$ cat config.mk
export PLATFORM = sky130hd
export DESIGN_NAME = bram_port_arbiter
export DESIGN_NICKNAME = d
export VERILOG_FILES = /design/src/rtl/bram_port_arbiter.sv
export SDC_FILE = /design/constraint.sdc
export NUM_CORES = 1
export LEC_CHECK = 0
export CELL_PAD_IN_SITES_DETAIL_PLACEMENT = 2
export CELL_PAD_IN_SITES_GLOBAL_PLACEMENT = 2
export CORE_AREA = 2 2 111 113
export DETAILED_ROUTE_END_ITERATION = 10
export DIE_AREA = 0 0 113 115
export PLACE_DENSITY_LB_ADDON = 0.1
export SLEW_MARGIN = 25
export SYNTH_ARGS = -nofsm -noshare
export SYNTH_HDL_FRONTEND = slang
export SYNTH_SLANG_ARGS = --single-unit
$ cat constraint.sdc
create_clock -name clk_i -period 4.02 [get_ports clk_i]
set_input_delay 0.402 -clock clk_i [delete_from_list [all_inputs] [get_ports clk_i]]
set_output_delay 0.402 -clock clk_i [all_outputs]
set_load 0.02 [all_outputs]
$ cat src/rtl/bram_port_arbiter.sv
// Three-requester round-robin arbiter in front of a single BRAM port (IDLE/ACCESS/RESP).
// Define BRAM_ARB_VIDEO_PRIO_EN to give the video requester (index 1) absolute priority.
module bram_port_arbiter #(
    parameter int ADDR_W = 10,
    parameter int DATA_W = 16
) (
    input  logic                  clk_i,
    input  logic                  reset_ni,
    input  logic [2:0]            req_i,
    input  logic [2:0]            we_i,
    input  logic [3*ADDR_W-1:0]   addr_i,
    input  logic [3*DATA_W-1:0]   wdata_i,
    output logic [2:0]            ack_o,
    output logic [DATA_W-1:0]     rdata_o,
    output logic [ADDR_W-1:0]     bram_addr_o,
    output logic [DATA_W-1:0]     bram_wdata_o,
    output logic                  bram_we_o,
    input  logic [DATA_W-1:0]     bram_q_i,
    output logic                  busy_o
);

    typedef enum logic [1:0] {
        ST_IDLE   = 2'd0,
        ST_ACCESS = 2'd1,
        ST_RESP   = 2'd2
    } state_t;

    state_t              state_q, state_d;
    logic [1:0]          ptr_q, ptr_d;
    logic [1:0]          win_q, win_d;
    logic [2:0]          ack_q, ack_d;
    logic [ADDR_W-1:0]   bram_addr_q, bram_addr_d;
    logic [DATA_W-1:0]   bram_wdata_q, bram_wdata_d;
    logic                bram_we_q, bram_we_d;
    logic [1:0]          grant_s;

    function automatic logic [1:0] next_idx(input logic [1:0] i);
        case (i)
            2'd0:    next_idx = 2'd1;
            2'd1:    next_idx = 2'd2;
            default: next_idx = 2'd0;
        endcase
    endfunction

    function automatic logic req_bit(input logic [2:0] r, input logic [1:0] i);
        case (i)
            2'd0:    req_bit = r[0];
            2'd1:    req_bit = r[1];
            2'd2:    req_bit = r[2];
            default: req_bit = 1'b0;
        endcase
    endfunction

    // Search ptr, ptr+1, ptr+2 (mod 3); callers guarantee at least one bit of r is set.
    function automatic logic [1:0] rr_pick(input logic [2:0] r, input logic [1:0] p);
        logic [1:0] c0, c1, c2;
        c0 = (p == 2'd3) ? 2'd0 : p;
        c1 = next_idx(c0);
        c2 = next_idx(c1);
        if (req_bit(r, c0)) begin
            rr_pick = c0;
        end else if (req_bit(r, c1)) begin
            rr_pick = c1;
        end else begin
            rr_pick = c2;
        end
    endfunction

    function automatic logic [2:0] onehot(input logic [1:0] i);
        case (i)
            2'd0:    onehot = 3'b001;
            2'd1:    onehot = 3'b010;
            2'd2:    onehot = 3'b100;
            default: onehot = 3'b000;
        endcase
    endfunction

    function automatic logic [ADDR_W-1:0] addr_sel(input logic [3*ADDR_W-1:0] a, input logic [1:0] i);
        case (i)
            2'd1:    addr_sel = a[ADDR_W +: ADDR_W];
            2'd2:    addr_sel = a[2*ADDR_W +: ADDR_W];
            default: addr_sel = a[0 +: ADDR_W];
        endcase
    endfunction

    function automatic logic [DATA_W-1:0] data_sel(input logic [3*DATA_W-1:0] d, input logic [1:0] i);
        case (i)
            2'd1:    data_sel = d[DATA_W +: DATA_W];
            2'd2:    data_sel = d[2*DATA_W +: DATA_W];
            default: data_sel = d[0 +: DATA_W];
        endcase
    endfunction

    // Next-state, arbitration and BRAM port register loading.
    always_comb begin
        state_d      = state_q;
        ptr_d        = ptr_q;
        win_d        = win_q;
        ack_d        = 3'b000;
        bram_addr_d  = bram_addr_q;
        bram_wdata_d = bram_wdata_q;
        bram_we_d    = 1'b0;
        grant_s      = 2'd0;
        case (state_q)
            ST_IDLE: begin
                if (|req_i) begin
`ifdef BRAM_ARB_VIDEO_PRIO_EN
                    // Video bypasses the pointer; CPU and GIO share it.
                    if (req_i[1]) begin
                        grant_s = 2'd1;
                    end else begin
                        grant_s = rr_pick(req_i & 3'b101, ptr_q);
                        ptr_d   = next_idx(grant_s);
                    end
`else
                    grant_s = rr_pick(req_i, ptr_q);
                    ptr_d   = next_idx(grant_s);
`endif
                    win_d        = grant_s;
                    state_d      = ST_ACCESS;
                    bram_addr_d  = addr_sel(addr_i, grant_s);
                    bram_wdata_d = data_sel(wdata_i, grant_s);
                    bram_we_d    = req_bit(we_i, grant_s);
                end else begin
                    state_d = ST_IDLE;
                end
            end
            ST_ACCESS: begin
                state_d = ST_RESP;
                ack_d   = onehot(win_q);
            end
            ST_RESP: begin
                state_d = ST_IDLE;
            end
            default: begin
                state_d = ST_IDLE;
            end
        endcase
    end

    // State and output registers; reset aborts any transaction in flight.
    always_ff @(posedge clk_i or negedge reset_ni) begin
        if (!reset_ni) begin
            state_q      <= ST_IDLE;
            ptr_q        <= 2'd0;
            win_q        <= 2'd0;
            ack_q        <= 3'b000;
            bram_addr_q  <= {ADDR_W{1'b0}};
            bram_wdata_q <= {DATA_W{1'b0}};
            bram_we_q    <= 1'b0;
        end else begin
            state_q      <= state_d;
            ptr_q        <= ptr_d;
            win_q        <= win_d;
            ack_q        <= ack_d;
            bram_addr_q  <= bram_addr_d;
            bram_wdata_q <= bram_wdata_d;
            bram_we_q    <= bram_we_d;
        end
    end

    // BRAM read data arrives one cycle after ACCESS, i.e. exactly in RESP.
    assign rdata_o      = (state_q == ST_RESP) ? bram_q_i : {DATA_W{1'b0}};
    assign ack_o        = ack_q;
    assign bram_addr_o  = bram_addr_q;
    assign bram_wdata_o = bram_wdata_q;
    assign bram_we_o    = bram_we_q;
    assign busy_o       = (state_q != ST_IDLE);

endmodule

==> results of run 1 <==
[cell families (layout without fill, tap and decap cells)]
group | count (synthesis) | in the layout
simple gates | 80 | 80
mux | 4 | 4
buf+inv | 28 | 166
fa+ha+maj | 10 | 10
flops | 36 | 36
compound gates | 87 | 87
[area by class of cell]
class	count	area (um^2)	share of cell area, %
timing repair buffer	152	1510	39.2
tap	147	184	4.79
inverter	9	33.8	0.880
sequential	36	901	23.5
multi-input combinational	181	1090	28.4
clock buffer	5	125	3.26
[per-layer routing]
metal | vias up | track usage [%]
met5 | - | 0
met4 | 0 | 3.66
met3 | 6 | 4.16
met2 | 107 | 22.0
met1 | 1081 | 14.7
li1 | 1128 | -
[worst max-delay path, cell delays in order (launching register included)]
cell and delay (ps):
dfrtp_1 390, inv_1 80, ha_1 370, a222oi_1 510, a221oi_1 190, o221ai_1 210
buf_4 170, inv_1 70, ha_1 200, buf_4 240, a22oi_1 260, nand2_1 80
o21ai_0 80, o21ai_0 80
[path summary, 6_finish.rpt]
check / startpoint / endpoint / cells after the start
setup / recovery: ptr_q[0] / bram_wdata_o[10] / 13
hold / removal: reset_ni / bram_addr_o[2] / 1
setup reg to reg: ptr_q[0] / bram_wdata_o[10] / 13
hold reg to reg: bram_addr_o[4] / bram_addr_o[4] / 2
max in group asynchronous: reset_ni / ptr_q[1] / 1
min in group clk_i: bram_addr_o[4] / bram_addr_o[4] / 2
[sequential cells by signal, summed over array words and instances, names as in the netlist]
register,cells
ack_o,3
bram_addr_o,10
bram_wdata_o,16
bram_we_o,1
ptr_q,2
state_q,2
win_q,2
[synthesized netlist by cell type (all sizes together)]
library cell,number
a211o,1
a221oi,1
a222oi,2
a22o,1
a22oi,26
a41o,1
and2,16
buf,6
clkbuf,13
dfrtp,36
ha,10
inv,9
mux2,3
mux2i,1
nand2,53
nand2b,1
nor2b,1
nor3,4
nor3b,3
o21ai,53
o221ai,1
o32ai,1
or2,2
[stage by stage]
step / cell area, um^2 / setup WS, ps / std cells / hold WS [ps]
after floorplan: 2100 / 1160 / 245 / 106
after global placement: 3710 / 909 / 525 / 460
after detailed placement: 3710 / 746 / 525 / 474
after CTS: 3840 / 863 / 530 / 279
after global routing: 3840 / 618 / 530 / 319
final: 3840 / 918 / 530 / 233
[power groups by stage]
stage	clock (mW)	sequential, mW	combinational [mW]
global route	0.387	0.674	2.99
global placement	0	0.646	2.60
finish	0.355	0.649	2.62
CTS	0.375	0.653	2.71
detailed placement	0	0.657	2.69
floorplan	0	0.812	1.55
==> results.cfg, run 1 <==
[run_status]
status = finished with violations
violations = design-rule violations

[timing]
finalCritPeriodShare_pct = 77.2
fin_tns_setup_ps = 0
maxSlewViolCount = 0
slew_headroom_pct = 41.9
rsz0062_at_grt = no
fmax_ghz = 0.322
skew_ps = 2.78
period_minus_slack_ps = 3100
tightest_slew_ps = 871
hold_violations = 0
setup-violations-final = 0

[logic_synthesis]
synth_top_family_by_area = compound AO/OA/AOI/OAI gates
yosysTopAreaCellShare_pct = 42.9
muxShareOfSynthArea_pct = 2.27
synth-compound-area-share_pct = 25.9
synth_area_leader_cell = dfrtp_1
ys_ff_latch = 36
synth-seq-area-share_pct = 42.9
synthesis.area_mm2 = 0.00210
synth-simple-area-share_pct = 17.7
ys_types = 26
yosys_warnings = 0
synth_area_leaders = dfrtp_1 43%, o21ai_0 13%, nand2_1 9.5%, a22oi_1 9.3%, ha_1 6.0%
synth_nets = 357
synth_fa_ha_area_share_pct = 5.96
syn-mean-instance-area_um2 = 8.56
yosys.area_share.xor_xnor_pct = 0
synthCells = 245

[cts]
cts_made_buffers = 5
cts_tree = built
cts_setup_buffers = 0
clk_transition_reported_paths_ps = 50
cts.sinks = 36
htree_levels = 2
post_cts_resize_count = 0
cts_max_path_buffers = 2
clock_latency_ps = 280
root_buffer = clkbuf_16
cts_hold_buf = 0

[power_and_ir_drop]
p_clk_share_pct = 9.8
seqPwrFrac_pct = 17.9
pwr-share-comb_pct = 72.3
p_switching_mw = 1.80
p_per_area_mw_per_mm2 = 944
p_sw_share_pct = 49.7
p_leak_nw = 1.57
ir_drop_uv = 422
finalPower_mw = 3.63
p_int_mw = 1.82

[floorplanning]
row_count = 40
dieWidth_um = 113
coreArea_mm2 = 0.0118
initial_utilization_pct = 17.8
die_h_um = 115
dieArea_mm2 = 0.0130
pin_count = 149

[drt]
routed.top_layer = met4
wl_met1_mm = 3.45
ant_nets = 0
routed-wl-met2_mm = 3.90
routedWlPerCell_um = 15.6
wl_met3_um = 832
vias = 2322
dr.pass1.iters = 7
drc_errors = 14
routed_wl_mm = 8.28
via_per_inst = 4.38
drt_iter0_drc = 77

[cells_and_area]
areaGrowthSynthToFinish_pct = 83.0
drive_gt1_share_pct = 4.70
fill_cells = 1320
final_cell_mix = 147 x clkdlybuf4s50_1, 53 x nand2_1, 53 x o21ai_0, 36 x dfrtp_1, 26 x a22oi_1
final_util_pct = 32.5
fin_nets = 497
layout_commonest_cell = clkdlybuf4s50_1
diodes = 0

[critical_path]
cp_data_arrival_time_ps = 3240
setup.worst_path.class = reg2reg
endpoint_kind = flop
worst-path-max-fanout = 27
start_kind = flop
cp.required_ps = 4150
r2r_slack_ps = 920

[global_routing]
grt_max_degree = 59
track_usage_pct = 12.5
grt_pass1_vias = 2510
grt.overflow.total = 0
grt_pass1_wl_mm = 12.8
antenna_found_initial = 0

[placement]
post-dp-hpwl_mm = 6.24
gp_congestion = 0.688
portBuffers = 148

[flow_run]
drv_cap = 0

[min_path]
hold_class = in2async
No activity file was read; power rests on OpenSTA's default activity.
==> run 2, diff against run 1 <==
clock period = 2.88 ns   (was 4.02 ns; I/O delays follow)
==> run 2 against run 1 <==
The flow still finishes with violations (design-rule violations). Critical endpoint is now bram_wdata_o[2]. Critical path depth unchanged. Via count increased by 0.26%. Non-clock buffer count increased by 6. Clock power increased by 54%. Sequential share of layout area decreased by 1.3 points. Combinational power increased by 69%. Fmax increased by 14%. Worst setup slack got worse by 770 ps. Clock skew increased by 1.3 ps. Sequential power increased by 39%. Worst hold slack got worse by 110 ps.
==> results.cfg, run 2 (synthesized netlist as in run 1, its figures left out) <==
[floorplanning]
coreArea_mm2 = 0.0118
dieArea_mm2 = 0.0130
die_h_um = 115
dieWidth_um = 113
row_count = 40
pin_count = 149
initial_utilization_pct = 17.8

[critical_path]
setup.worst_path.class = reg2reg
setup.worst_path.start = ptr_q[0]
cp_data_arrival_time_ps = 2930
cp_slowest_cell = dfrtp_1
cpPeakStageDelay_ps = 410
r2r-start = ptr_q[0]
reg2reg_depth = 13
crit_chain = inv_1 -> ha_4 -> a222oi_1 -> buf_4 -> mux2i_4 -> o32ai_4 -> inv_2 -> ha_4 -> clkbuf_16 -> a22oi_1 -> nand2_1 -> o21ai_0 -> o21ai_0
crit_family = compound AO/OA/AOI/OAI gates
regToRegEndpoint = bram_wdata_o[2]
r2r_slack_ps = 150
start_kind = flop
worst-path-buf-inv = 4
worst-path-max-fanout = 13
endpoint_kind = flop
cp.required_ps = 3080

[drt]
routed_wl_mm = 8.34
dr.pass1.iters = 8
routedWlPerCell_um = 15.5
ant_nets = 0
vias = 2328
drc_errors = 14
via_per_inst = 4.32
drt_iter0_drc = 80

[timing]
tightest_slew_ps = 861
skew_ps = 4.10
setup-violations-final = 0
period_minus_slack_ps = 2730
slew_headroom_pct = 42.6
maxSlewViolCount = 0
hold_violations = 0
finalCritPeriodShare_pct = 94.8
fmax_ghz = 0.366

[cells_and_area]
drive_gt1_share_pct = 8.93
final_cell_mix = 147 x clkdlybuf4s50_1, 53 x nand2_1, 50 x o21ai_0, 35 x dfrtp_1, 24 x a22oi_1
layout_commonest_cell = clkdlybuf4s50_1
design_area_mm2 = 0.00407
diodes = 0
areaGrowthSynthToFinish_pct = 94.0
fin_nets = 503
fill_cells = 1342
largest_reg_flops = 16
final_util_pct = 34.5

[cts]
cts.sinks = 36
htree_levels = 2
cts_tree = built
cts_max_path_buffers = 2
cts_made_buffers = 5
clock_latency_ps = 280
clk_transition_reported_paths_ps = 50
root_buffer = clkbuf_16

[global_routing]
track_usage_pct = 12.6
grt_max_degree = 37
grt_pass1_vias = 2568
grt.overflow.total = 0
antenna_found_initial = 0
grt_pass1_wl_mm = 12.8

[placement]
gp_congestion = 0.743
post-dp-hpwl_mm = 6.33
place_area_mm2 = 0.00379
portBuffers = 148

[run_status]
status = finished with violations
violations = design-rule violations

[flow_run]
drv_cap = 0

[min_path]
hold_class = in2async

[power_and_ir_drop]
seqPwrFrac_pct = 15.4
ir_drop_uv = 641
p_sw_share_pct = 45.8
p_int_mw = 3.19
p_clk_share_pct = 9.3
p_per_area_mw_per_mm2 = 1440
p_leak_nw = 1.64
p_switching_mw = 2.69
pwr-share-comb_pct = 75.4
[run 2: cell count changes in the layout (fill, tap and decap cells not counted), moves of 2 or more]
cell      previous run  this run
o21ai_0             53        50
clkbuf_1             0         2
ha_4                 0         3
o21ai_1              0         3
ha_1                10         6
buf_12               0         5
a22oi_2              0         2
a22oi_1             26        24
[run 2: layer usage]
layer | global-route usage [%] | vias up | part of all wire, %
met5 | 0 | - | 0
met4 | 3.74 | 0 | 1.5
met3 | 4.64 | 8 | 10
met2 | 22.0 | 106 | 48
met1 | 14.4 | 1068 | 40
li1 | - | 1146 | -
[run 2: area by class of cell]
cell class,instances,area [um^2],share of cell area (%)
Multi-Input combinational cell,181,1170,28.8
Inverter,9,33.8,0.830
Sequential cell,36,902,22.2
Timing Repair Buffer,158,1630,40.1
Tap cell,147,184,4.52
Clock buffer,8,146,3.60
[run 2: through the flow]
| stage | instances | worst slack (ps) | TNS, ps | hold WS (ps) | power (mW) |
|---|---|---|---|---|---|
| CTS | 537 | 24.4 | 0 | 179 | 5.69 |
| finish | 539 | 149 | 0 | 119 | 5.88 |
| global placement | 529 | 84.7 | 0 | 461 | 4.90 |
| global route | 539 | -22.2 | -66.0 | 200 | 6.56 |
| detailed placement | 529 | -42.4 | -42.4 | 474 | 5.02 |
| floorplan | 245 | 15.9 | 0 | -7.59 | 3.30 |
[run 2: worst max path at each step]
stage	endpoint	slack, ps	depth (start not counted)
2_1_floorplan	bram_we_o	20	11
3_3_place_gp	bram_wdata_o[1]	80	10
3_5_place_dp	bram_wdata_o[1]	-40	10
4_1_cts	bram_wdata_o[1]	20	12
5_1_grt	bram_wdata_o[0]	-20	13
6_report	bram_wdata_o[2]	150	13
[run 2: worst reg2reg max path, cell delays in order (launching register included)]
cell and delay [ps]:
dfrtp_1 410, inv_1 130, ha_4 250, a222oi_1 350, buf_4 230, mux2i_4 250
o32ai_4 130, inv_2 140, ha_4 190, clkbuf_16 180, a22oi_1 90, nand2_1 70
o21ai_0 80, o21ai_0 150
[run 2: power by group through the flow]
stage          combinational, mW  clock, mW  sequential, mW
4_1_cts                     4.20      0.572           0.909
2_1_floorplan               2.17          0            1.13
6_report                    4.43      0.545           0.902
5_1_grt                     5.02      0.595           0.942
3_3_place_gp                4.00          0           0.901
3_5_place_dp                4.11          0           0.915
[run 2: timing repair]
item,CTS,global route
hold endpoints to repair,0,0
gates resized for setup,4,15
buffers inserted,0,1
hold buffers,0,0
setup endpoints to repair,3,27
cloned,0,1
pin swaps,1,3
